**src/rtl/div_pkg.sv**
```systemverilog
// div_pkg: shared definitions for the sequential divider.
// Holds the 2-bit state encoding and the iteration-counter width helper.
package div_pkg;

   localparam logic [1:0] ST_IDLE = 2'd0;
   localparam logic [1:0] ST_OP   = 2'd1;
   localparam logic [1:0] ST_FIX  = 2'd2;
   localparam logic [1:0] ST_DONE = 2'd3;

   typedef enum logic [1:0] {
      S_IDLE = ST_IDLE,
      S_OP   = ST_OP,
      S_FIX  = ST_FIX,
      S_DONE = ST_DONE
   } state_t;

   // Counter must be able to hold the value W itself (loaded at accept).
   function automatic int div_cbit(input int w);
      return $clog2(w + 1);
   endfunction

endpackage

```
**src/rtl/div_step.sv**
```systemverilog
// div_step: one restoring-division iteration.
// Compares the already-shifted (W+1)-bit partial remainder against the
// divisor and subtracts when it fits; the quotient bit says whether it did.
module div_step #(
   parameter int W = 8
) (
   input  logic [W:0]   i_rem,
   input  logic [W-1:0] i_dvsr,
   output logic [W:0]   o_rem,
   output logic         o_qbit
);

   logic [W:0] w_dvsr_ext;
   logic [W:0] w_diff;

   assign w_dvsr_ext = {1'b0, i_dvsr};
   assign w_diff     = i_rem - w_dvsr_ext;

   // Unsigned (W+1)-bit compare; restore (keep i_rem) when the divisor does not fit.
   assign o_qbit = (i_rem >= w_dvsr_ext);
   assign o_rem  = o_qbit ? w_diff : i_rem;

endmodule

```
**src/rtl/div_seq.sv**
```systemverilog
// div_seq: parametrised sequential restoring divider, one quotient bit per cycle.
// Handshake: start accepted while ready; done_tick pulses when quo/rmd/dbz are valid.
// Optional signed mode is compiled in with the DIV_SIGNED_EN macro.
module div_seq
   import div_pkg::*;
#(
   parameter int W = 8
) (
   input  logic         clk,
   input  logic         rst,
   input  logic         start,
   input  logic         sgn,
   input  logic [W-1:0] dvnd,
   input  logic [W-1:0] dvsr,
   output logic         ready,
   output logic         done_tick,
   output logic [W-1:0] quo,
   output logic [W-1:0] rmd,
   output logic         dbz
);

   localparam int CBIT = div_cbit(W);

   state_t          r_state;
   logic [CBIT-1:0] r_cnt;
   logic [W:0]      r_rem;      // widened so the shifted-in MSB is never lost
   logic [W-1:0]    r_dq;       // dividend shifts out, quotient shifts in
   logic [W-1:0]    r_dvsr;
   logic [W-1:0]    r_quo;
   logic [W-1:0]    r_rmd;
   logic            r_dbz;

   logic [W:0]      w_shift;
   logic [W:0]      w_step_rem;
   logic            w_qbit;
   logic [W-1:0]    w_dvnd_in;
   logic [W-1:0]    w_dvsr_in;
   logic [W-1:0]    w_quo_fix;
   logic [W-1:0]    w_rmd_fix;
   logic            w_unused_rem_msb;

   // Shift the remainder/dividend pair left by one before the compare.
   assign w_shift = {r_rem[W-1:0], r_dq[W-1]};

   div_step #(.W(W)) u_step (
      .i_rem  (w_shift),
      .i_dvsr (r_dvsr),
      .o_rem  (w_step_rem),
      .o_qbit (w_qbit)
   );

   // After a step the remainder is below the divisor, so its MSB is always clear.
   assign w_unused_rem_msb = r_rem[W];

`ifdef DIV_SIGNED_EN
   logic r_neg_q;
   logic r_neg_r;
   logic w_dvnd_neg;
   logic w_dvsr_neg;

   assign w_dvnd_neg = sgn & dvnd[W-1];
   assign w_dvsr_neg = sgn & dvsr[W-1];

   // Magnitudes feed the unsigned core; most-negative maps onto itself,
   // which is the correct unsigned magnitude 2^(W-1).
   assign w_dvnd_in = w_dvnd_neg ? ({W{1'b0}} - dvnd) : dvnd;
   assign w_dvsr_in = w_dvsr_neg ? ({W{1'b0}} - dvsr) : dvsr;

   // Quotient truncates toward zero; remainder follows the dividend's sign.
   assign w_quo_fix = r_neg_q ? ({W{1'b0}} - r_dq) : r_dq;
   assign w_rmd_fix = r_neg_r ? ({W{1'b0}} - r_rem[W-1:0]) : r_rem[W-1:0];
`else
   logic w_unused_sgn;

   assign w_unused_sgn = sgn;
   assign w_dvnd_in    = dvnd;
   assign w_dvsr_in    = dvsr;
   assign w_quo_fix    = r_dq;
   assign w_rmd_fix    = r_rem[W-1:0];
`endif

   // Control FSM plus datapath and held result registers.
   always_ff @(posedge clk) begin
      if (rst) begin
         r_state <= S_IDLE;
         r_cnt   <= '0;
         r_rem   <= '0;
         r_dq    <= '0;
         r_dvsr  <= '0;
         r_quo   <= '0;
         r_rmd   <= '0;
         r_dbz   <= 1'b0;
`ifdef DIV_SIGNED_EN
         r_neg_q <= 1'b0;
         r_neg_r <= 1'b0;
`endif
      end else begin
         case (r_state)
            S_IDLE: begin
               if (start) begin
                  if (dvsr == '0) begin
                     // Divide-by-zero short-cuts straight to DONE.
                     r_quo   <= '1;
                     r_rmd   <= dvnd;
                     r_dbz   <= 1'b1;
                     r_state <= S_DONE;
                  end else begin
                     r_rem   <= '0;
                     r_dq    <= w_dvnd_in;
                     r_dvsr  <= w_dvsr_in;
                     r_cnt   <= CBIT'(W);
`ifdef DIV_SIGNED_EN
                     r_neg_q <= w_dvnd_neg ^ w_dvsr_neg;
                     r_neg_r <= w_dvnd_neg;
`endif
                     r_state <= S_OP;
                  end
               end
            end
            S_OP: begin
               r_rem <= w_step_rem;
               r_dq  <= {r_dq[W-2:0], w_qbit};
               r_cnt <= r_cnt - CBIT'(1);
               if (r_cnt == CBIT'(1)) begin
                  r_state <= S_FIX;
               end
            end
            S_FIX: begin
               r_quo   <= w_quo_fix;
               r_rmd   <= w_rmd_fix;
               r_dbz   <= 1'b0;
               r_state <= S_DONE;
            end
            S_DONE: begin
               r_state <= S_IDLE;
            end
            default: begin
               r_state <= S_IDLE;
            end
         endcase
      end
   end

   assign ready     = (r_state == S_IDLE);
   assign done_tick = (r_state == S_DONE);
   assign quo       = r_quo;
   assign rmd       = r_rmd;
   assign dbz       = r_dbz;

endmodule

```
**config.mk**
```make
export PLATFORM = sky130hd
export DESIGN_NAME = div_seq
export DESIGN_NICKNAME = d
export VERILOG_FILES = /design/src/rtl/div_pkg.sv /design/src/rtl/div_step.sv /design/src/rtl/div_seq.sv
export SDC_FILE = /design/constraint.sdc
export NUM_CORES = 1
export LEC_CHECK = 0
export CORE_ASPECT_RATIO = 0.9
export CORE_MARGIN = 4
export CORE_UTILIZATION = 50
export CTS_BUF_LIST = sky130_fd_sc_hd__clkbuf_16
export CTS_CLUSTER_DIAMETER = 150
export DETAILED_ROUTE_END_ITERATION = 8
export PLACE_DENSITY = 0.72
export SYNTH_ARGS = -nofsm -noshare
export SYNTH_HDL_FRONTEND = slang
export SYNTH_SLANG_ARGS = --single-unit
```
**constraint.sdc**
```tcl
create_clock -name clk -period 2.4 [get_ports clk]
set_input_delay 0.48 -clock clk [delete_from_list [all_inputs] [get_ports clk]]
set_output_delay 0.48 -clock clk [all_outputs]
set_load 0.05 [all_outputs]
```
==> After elaboration in Yosys (flattened, before gate mapping) <==
Index checks and enable logic that the tools add are counted.
{ "word_totals": {"reg_bits": 47, "latchBits": 0, "mem_bits_rw": 0, "mem_bits_ro": 0, "inputBits": 20, "memories": 0} }
{ "op_classes": {"n_addsub": 2, "n_mul": 0, "div": 0, "order_cmp": 1, "n_eq_ne": 8, "shift": 0, "n_mux": 23, "n_bitwise": 1, "n_reduce_logical": 8} }
{ "op_table": {"columns": ["operator", "count"], "rows": [
  ["$mux W8", 9],
  ["$pmux W8 S2", 4],
  ["$ge A9 B8 Y1", 1],
  ["$reduce_and A3 Y1", 3],
  ["$logic_not A8 Y1", 1],
  ["$mux W4", 2],
  ["$pmux W2 S4", 1],
  ["$pmux W4 S2", 1],
  ["$sub A8 B8 Y8", 1],
  ["$mux W2", 3],
  ["$ne A2 B2 Y1 const B", 3],
  ["$eq A2 B2 Y1 const B", 2],
  ["$eq A4 B1 Y1 const B", 1],
  ["$reduce_bool A2 Y1", 2],
  ["$sub A4 B1 Y4 const B", 1],
  ["$eq A2 B1 Y1 const B", 1],
  ["$logic_not A2 Y1", 1],
  ["$mux W1", 2],
  ["$ne A2 B1 Y1 const B", 1],
  ["$pmux W1 S2", 1],
  ["$reduce_and A2 Y1", 1],
  ["$not A1 Y1", 1]
]} }

==> Depth between registers and ports, before layout <==
Gate-level depths: netlist of run 1.
{ "depth": {"ltp_word": 4, "mapped_depth": 9} }

==> Modules after synthesis <==
A second synthesis of run 1 with hierarchy kept.
{ "hier_totals": {"hier_cells": 317, "hier_area_um2": 2686.3} }
{ "modules_own_cells": {"columns": ["mod", "instances", "cells_each", "area_each_um2", "seq_area_each_um2"], "rows": [
  ["div_seq", 1, 241, 2139.6, 940.9],
  ["div_step", 1, 76, 546.8, 0.0]
]} }

==> Worst setup path before layout of run 1 <==
Ideal clock, no wire load.
{ "synth_path": {"path_type": "reg-to-reg", "start": "reg r_state[0]", "end": "reg r_rem[5]", "setup_ps": 79, "arrival_ps": 2264, "setup_slack_ps": 57, "stages_incl_launch_ff": 9, "path_buffers": 1, "period_less_slack_ps": 2343, "path_cell_list": "dfxtp_1 > inv_1 > ha_1 > buf_2 > nand2_1 > o21bai_1 > a211oi_1 > nand2b_1 > o211ai_1"} }
{ "synth_between": {"elab_chain_len": 3, "word_cells_on_any_way": 7, "cone_classes": "3 x eq/ne; 1 x mux; 3 x reduce/logical"} }
{ "synth_lines": {"columns": ["item", "line_no", "source"], "rows": [
  ["start: declaration", "div_seq.sv:24", "state_t r_state;"],
  ["start signal: assignment", "div_seq.sv:85", "r_state <= S_IDLE;"],
  ["start signal: assignment", "div_seq.sv:106", "r_state <= S_DONE;"],
  ["start signal: assignment", "div_seq.sv:116", "r_state <= S_OP;"],
  ["$logic_not A2 Y1 *", null, null],
  ["named net ready", "div_seq.sv:15", "output logic ready,"],
  ["$ne A2 B2 Y1 (no line) / $reduce_bool A2 Y1 (equally long branches)", null, null],
  ["$reduce_and A3 Y1 (no line)", null, null],
  ["end signal: assignment", "div_seq.sv:121", "r_rem <= w_step_rem;"],
  ["end: declaration", "div_seq.sv:26", "logic [W:0] r_rem;"]
]} }
The timed path passes the listed nets; every way through them passes the cells marked *.
A chain may end at the register's enable or synchronous reset.

==> Worst setup path after layout of run 1 <==
{ "layout_path": {"start": "in dvsr[4]", "end": "reg r_dq[6]"} }
{ "layout_between": {"elab_chain_len": 3} }
{ "layout_lines": {"columns": ["item", "line_no", "source"], "rows": [
  ["start: declaration", "div_seq.sv:14", "input logic [W-1:0] dvsr,"],
  ["$logic_not A8 Y1", "div_seq.sv:101", "if (dvsr == '0) begin"],
  ["$ne A2 B2 Y1 (no line)", null, null],
  ["$reduce_and A3 Y1 (no line)", null, null],
  ["end signal: assignment", "div_seq.sv:109", "r_dq <= w_dvnd_in;"],
  ["end signal: assignment", "div_seq.sv:122", "r_dq <= {r_dq[W-2:0], w_qbit};"],
  ["end: declaration", "div_seq.sv:27", "logic [W-1:0] r_dq;"]
]} }
No other way between the ends.

==> summary.txt, run 1 <==
Run status
  – Status: completed

Route
  – Wire length on met1: 2580 um
  – DR vias/cell: 5.38
  – Drt drc: 0
  – Post-Route WL: 5700 um
  – Drt pass-1 iters: 4
  – Post-detailed-route wirelength per cell: 13.7 um
  – Metal2 WL: 2820 um
  – Met3 wire length: 261 um
  – Uppermost layer routed: met4
  – Initial DRC count: 167
  – Number of antenna-violating nets in the routed design: 0
  – Vias: 2244

Worst setup path
  – Worst Setup End Kind: register
  – Worst Path Max Fanout: 7
  – Critical Path, Cell by Cell: clkdlybuf4s50_1 > or4_4 > buf_4 > o21ba_2 > nor2_2 > buf_4 > a22oi_1 > a21oi_1
  – Critical path class: input pin to register
  – Most frequent cell on the critical path: buf_4
  – Cell family with most CP delay: buffers and inverters
  – Flop2flop setup slack: 0.29 ns
  – Startpoint types: input pin
  – Critical Path RT: 2.61 ns
  – Worst path bufs/invs: 3
  – Arr. time, crit path: 2.46 ns
  – CP max stage cell: or4_4
  – Crit path largest cell delay: 0.58 ns

Clock tree
  – Clock-pin slew on the worst setup and hold paths: 0.06 ns
  – Post-CTS Resized: 0
  – CTS tree: done
  – Bufs on Longest Clock Path: 2
  – Root buf cell: clkbuf_16
  – Clock latency at the later pin of the worst-skew pair: 0.28 ns
  – Total CTS buffers: 5
  – CTS sink cnt: 47
  – CTS H-tree lvls: 2
  – Setup Fix Bufs, Post-CTS: 0
  – Post-CTS Hold Buffers: 0

Synthesis
  – Yosys cell types: 37
  – Post-Syn Area: 2550 sq um
  – Net Count, Synth: 331
  – Commonest cells post-synth: 47 x dfxtp_1, 34 x nand2_1, 32 x nor2_1
  – Post-Synthesis Cells: 296
  – Count leader, synth: dfxtp_1
  – Yosys reg bits: 47
  – Synth top area share: 36.9%
  – EDFF count, synth: 0
  – Post-synth top area cell: dfxtp_1
  – Register area share after synthesis: 36.9%
  – Syn Area/Cell: 8.61 sq um
  – Synth async-reset ratio: 0%
  – Syn. warnings: 0
  – Synth top area cells: dfxtp_1 37%, ha_1 6.9%, a21oi_1 5.7%
  – Most frequently used flop master after synthesis: dfxtp_1

Die
  – Rows: 24
  – Die height: 75.7 um
  – Placeable Area: 4890 sq um
  – Starting Density: 52.0%
  – Die area: 6300 sq um
  – Die X: 83.2 um
  – Io pins: 39

STA
  – Final Max Tran Viols: 0
  – Final Hold Viols: 0
  – Maximum clock frequency: 445 MHz
  – Fin crit share: 93.6%
  – Minimum clock period: 2.25 ns
  – Final Skew: 0.00274 ns
  – Final TNS setup: 0 ns
  – Hold WS: 0.455 ns
  – Final worst slack: 0.153 ns
  – Worst slew pin tran: 0.677 ns
  – Final setup violation count: 0
  – RSZ-0062 raised after global routing: false
  – Rel. slew slack: 54.6%

Placement
  – Port bufs: 37
  – Setup WS pre-CTS: -0.123 ns
  – Final RePlAce weighted congestion: 0.815
  – Post-DP HPWL: 4270 um
  – Placed cell areas: 3120 sq um
  – # placed instances: 409

Pwr
  – PwrDens: 1210 nW/um^2
  – Static leakage: 1.19 nW
  – Total power: 3.95 mW
  – VDD IR max: 0.000845 V

Run
  – Max-cap violation count: 0

Global route
  – All-Layer GR Usage: 19.5%
  – Total gr overflow: 0
  – Antenna violations before repair: 0
  – First-pass GRT wire length: 9850 um
  – Largest net degree at the start of global routing: 42
  – Number of global-route vias before repair: 2081

Final layout
  – Design area: 3260 sq um
  – Net count, final: 386
  – Syn-to-layout area delta: 27.8%
  – Non-filler instance count after layout: 417
  – Layout cell share with drive strength beyond 1: 15.1%
  – # diodes: 0
  – Final core utilization: 66.5%

Min path
  – Min-Delay Path Class: register to register
[worst paths after layout]
path	startpoint	endpoint	depth (start not counted)
setup / recovery	dvsr[4]	r_dq[6]	8
hold reg to reg	r_dvsr[6]	r_dvsr[6]	2
hold / removal	r_dvsr[6]	r_dvsr[6]	2
setup reg to reg	r_dq[7]	r_rem[6]	8
[cell families (layout without fill, tap and decap cells)]
kind of cell               Yosys count  in the layout  synth area share, %
muxes                               14             14                 5.50
DFF                                 47             47                 36.9
adders and majority gates           15             15                 7.66
buffers and inverters               40             96                 6.83
AOI/OAI and AO/OA                   80             80                 24.5
xor gates and xnor gates             4              4                 1.38
and+or+nand+nor                     96             96                 17.2
[worst reg2reg max path, stage by stage, from the launching register on]
cell      delay (ns)
dfxtp_1         0.33
inv_1           0.08
ha_1            0.24
fa_1            0.41
nand2b_1        0.19
a21oi_1         0.20
nor4_1          0.07
a311oi_1        0.33
o211ai_1        0.15
[flip-flops by register name (all words and copies together), names as in the netlist]
register / count
r_rem: 8
r_cnt: 4
r_dq: 8
quo: 8
dbz: 1
r_dvsr: 8
rmd: 8
r_state: 2
[layout by cell type (no fill, tap or decap), drive strengths merged, types with 2 or more instances in the layout]
cell type / netlist / routed
dfxtp: 47 / 47
clkdlybuf4s50: 0 / 35
nand2: 34 / 34
nor2: 33 / 33
a21oi: 30 / 30
buf: 8 / 27
inv: 26 / 26
a211oi: 15 / 15
mux2i: 14 / 14
ha: 14 / 14
a311oi: 10 / 10
nor3: 9 / 9
o21ai: 7 / 7
a22oi: 7 / 7
nand2b: 6 / 6
nand3: 6 / 6
clkbuf: 6 / 5
nor2b: 4 / 4
o211ai: 4 / 4
xor2: 3 / 3
or4: 2 / 2
a311o: 2 / 2
a22o: 2 / 2
clkinv: 0 / 2
[cell type report]
type,count,area (sq um)
clock buffers,5,125
inverters,26,97.6
clock inverters,3,15.0
multi-input cells,209,1430
repair buffers,62,563
fillers,431,1640
well taps,65,81.3
flip-flops and latches,47,941
[routing by layer]
| layer | vias to the layer above | track usage, % |
|---|---|---|
| met1 | 1041 | 24.4 |
| li1 | 1151 | - |
| met2 | 47 | 34.3 |
| met4 | 0 | 6.17 |
| met3 | 5 | 4.11 |
| met5 | - | 0 |
[power breakdown]
group / total, mW / internal, mW / switching (mW) / leakage (nW)
Combinational: 2.19 / 0.910 / 1.28 / 0.745
Clock: 0.665 / 0.379 / 0.286 / 0.0649
Sequential: 1.09 / 0.962 / 0.132 / 0.383
Power figures use the tool's default switching activity.
==> run 2, diff against run 1 <==
--- a/config.mk
+++ b/config.mk
@@ -5,6 +5,7 @@
 export SDC_FILE = /design/constraint.sdc
 export NUM_CORES = 1
 export LEC_CHECK = 0
+export ABC_AREA = 1
 export CORE_ASPECT_RATIO = 0.9
 export CORE_MARGIN = 4
 export CORE_UTILIZATION = 50
==> summary.txt, run 2 <==
Synthesis
  – Net Count, Synth: 398
  – Synth async-reset ratio: 0%
  – Yosys cell types: 32
  – EDFF count, synth: 0
  – Syn. warnings: 0
  – Main combinational cell family by area after synthesis: simple AND/OR/NAND/NOR gates
  – Yosys reg bits: 47
  – Synth top area cells: dfxtp_1 36%, nand2_1 14%, ha_1 6.7%
  – Commonest cells post-synth: 96 x nand2_1, 47 x dfxtp_1, 32 x inv_1
  – Post-synth top area cell: dfxtp_1
  – Syn Area/Cell: 7.15 sq um
  – Synth top area share: 36.2%
  – Simple-gate share of the synthesized area: 27.9%
  – Mux contribution to synthesized area: 0.386%
  – Register area share after synthesis: 36.2%
  – Post-Synth XOR/XNOR Area: 1.69%
  – Adder and majority cell fraction of the synthesized area: 7.52%
  – Complex-gate fraction of the synthesized area: 17.1%
  – Count leader, synth: nand2_1
  – Post-Syn Area: 2600 sq um
  – Post-Synthesis Cells: 363
  – Most frequently used flop master after synthesis: dfxtp_1

Route
  – Number of antenna-violating nets in the routed design: 0
  – Initial DRC count: 173
  – Post-detailed-route wirelength per cell: 13.5 um
  – Metal2 WL: 2780 um
  – Vias: 2460
  – DR vias/cell: 5.30
  – Drt pass-1 iters: 4
  – Wire length on met1: 3090 um
  – Drt drc: 0
  – Post-Route WL: 6250 um
  – Met3 wire length: 289 um
  – Uppermost layer routed: met4

Clock tree
  – Clock latency at the later pin of the worst-skew pair: 0.29 ns
  – Root buf cell: clkbuf_16
  – Bufs on Longest Clock Path: 2
  – Setup Fix Bufs, Post-CTS: 0
  – CTS sink cnt: 47
  – Total CTS buffers: 5
  – CTS H-tree lvls: 2
  – CTS tree: done
  – Clock-pin slew on the worst setup and hold paths: 0.06 ns

Worst setup path
  – Worst Setup End Kind: output port
  – Critical path class: register to output port
  – Worst Path Max Fanout: 3
  – Arr. time, crit path: 1.61 ns
  – Critical Path RT: 1.92 ns
  – Flop2flop setup slack: 0.40 ns
  – Startpoint types: register

Final layout
  – Layout cell share with drive strength beyond 1: 9.77%
  – Most common cell after layout, fill and taps aside: nand2_1
  – Net count, final: 433
  – Multi-input gate area: 1420 sq um
  – Reg area: 941 sq um
  – Syn-to-layout area delta: 22.7%
  – Leading cell types in the layout, fill and taps excluded: 96 x nand2_1, 47 x dfxtp_1, 36 x clkdlybuf4s50_1
  – # fillers: 475
  – Non-filler instance count after layout: 464
  – # diodes: 0

Placement
  – Port bufs: 37
  – Final RePlAce weighted congestion: 0.915
  – # placed instances: 456
  – Post-DP HPWL: 4580 um

Min path
  – Min-Delay Path Class: register to register

Die
  – Die height: 76.4 um
  – Placeable Area: 4920 sq um
  – Io pins: 39
  – Die X: 84.0 um
  – Die area: 6410 sq um
  – Rows: 24
  – Starting Density: 52.7%

STA
  – Final Skew: 0.00594 ns
  – Final Max Tran Viols: 0
  – Final TNS setup: 0 ns
  – Worst slew pin tran: 0.523 ns
  – Maximum clock frequency: 479 MHz
  – Minimum clock period: 2.09 ns
  – Final Hold Viols: 0
  – RSZ-0062 raised after global routing: false
  – Rel. slew slack: 65.1%
  – Fin crit share: 87.0%
  – Final setup violation count: 0

Run
  – Max-cap violation count: 0

Pwr
  – Static leakage: 1.35 nW
  – VDD IR max: 0.000962 V
  – PwrDens: 1720 nW/um^2
  – Total power: 5.48 mW

Run status
  – Status: completed

Global route
  – Antenna violations before repair: 0
  – All-Layer GR Usage: 20.4%
  – Largest net degree at the start of global routing: 26
  – Total gr overflow: 0
  – Number of global-route vias before repair: 2239
  – First-pass GRT wire length: 10600 um
[run 2: worst paths after layout]
| kind | start | endpoint | cells after the start |
|---|---|---|---|
| hold / removal | r_cnt[3] | r_cnt[3] | 2 |
| setup reg to reg | r_state[0] | rmd[2] | 8 |
| hold reg to reg | r_cnt[3] | r_cnt[3] | 2 |
| setup / recovery | r_state[0] | done_tick | 2 |
[run 2: stage by stage]
stage | util [%] | area, sq um | hold slack [ns] | worst slack, ns
6_report | 64.7 | 3190 | 0.468 | 0.312
5_1_grt | 64.7 | 3190 | 0.495 | 0.180
4_1_cts | 64.6 | 3180 | 0.473 | 0.0802
3_5_place_dp | 60.7 | 2990 | 0.456 | 0.327
3_3_place_gp | 60.7 | 2990 | 0.450 | 0.362
2_1_floorplan | - | 2600 | 0.433 | 0.452
[run 2: power breakdown]
group	switching (mW)	internal, mW	total [mW]
Sequential	0.210	1.07	1.28
Clock	0.295	0.596	0.891
Combinational	2.20	1.10	3.30
Total	2.71	2.77	5.48
[run 2: repair_timing]
item / in CTS / in global routing
setup endpoints to repair: 0 / 1
hold buffers: 0 / 0
gates resized for setup: 0 / 1
[run 2: cell families after synthesis]
kind of cell	count (synthesis)
AND/OR/NAND/NOR	166
flip-flops	47
AO/OA/AOI/OAI	76
adder cells (fa/ha/maj)	15
buffers and inverters	53
XOR/XNOR	5
multiplexers	1
[run 2: routing by layer]
| metal | track usage [%] | vias to the layer above |
|---|---|---|
| met3 | 4.22 | 7 |
| met5 | 0 | - |
| met4 | 7.23 | 0 |
| li1 | - | 1263 |
| met2 | 30.0 | 56 |
| met1 | 29.5 | 1134 |
[run 2: area by class of cell]
cell class / count / share of cell area (%)
inverters: 41 / 4.99
flip-flops and latches: 47 / 29.5
well taps: 65 / 2.55
clock buffers: 5 / 3.93
clock inverters: 3 / 2.12
repair buffers: 40 / 12.4
multi-input cells: 263 / 44.5
[run 2: worst max-delay path, cell delays in order (launching register included)]
cell	delay, ns
dfxtp_1	0.36
ha_1	0.16
clkdlybuf4s50_1	0.80
==> run 3, diff against run 2 <==
--- a/config.mk
+++ b/config.mk
@@ -6,6 +6,7 @@
 export NUM_CORES = 1
 export LEC_CHECK = 0
 export ABC_AREA = 1
+export CAP_MARGIN = 20
 export CORE_ASPECT_RATIO = 0.9
 export CORE_MARGIN = 4
 export CORE_UTILIZATION = 50
==> results of run 3 <==
Final layout, timing and power as in run 2 (identical DEF).
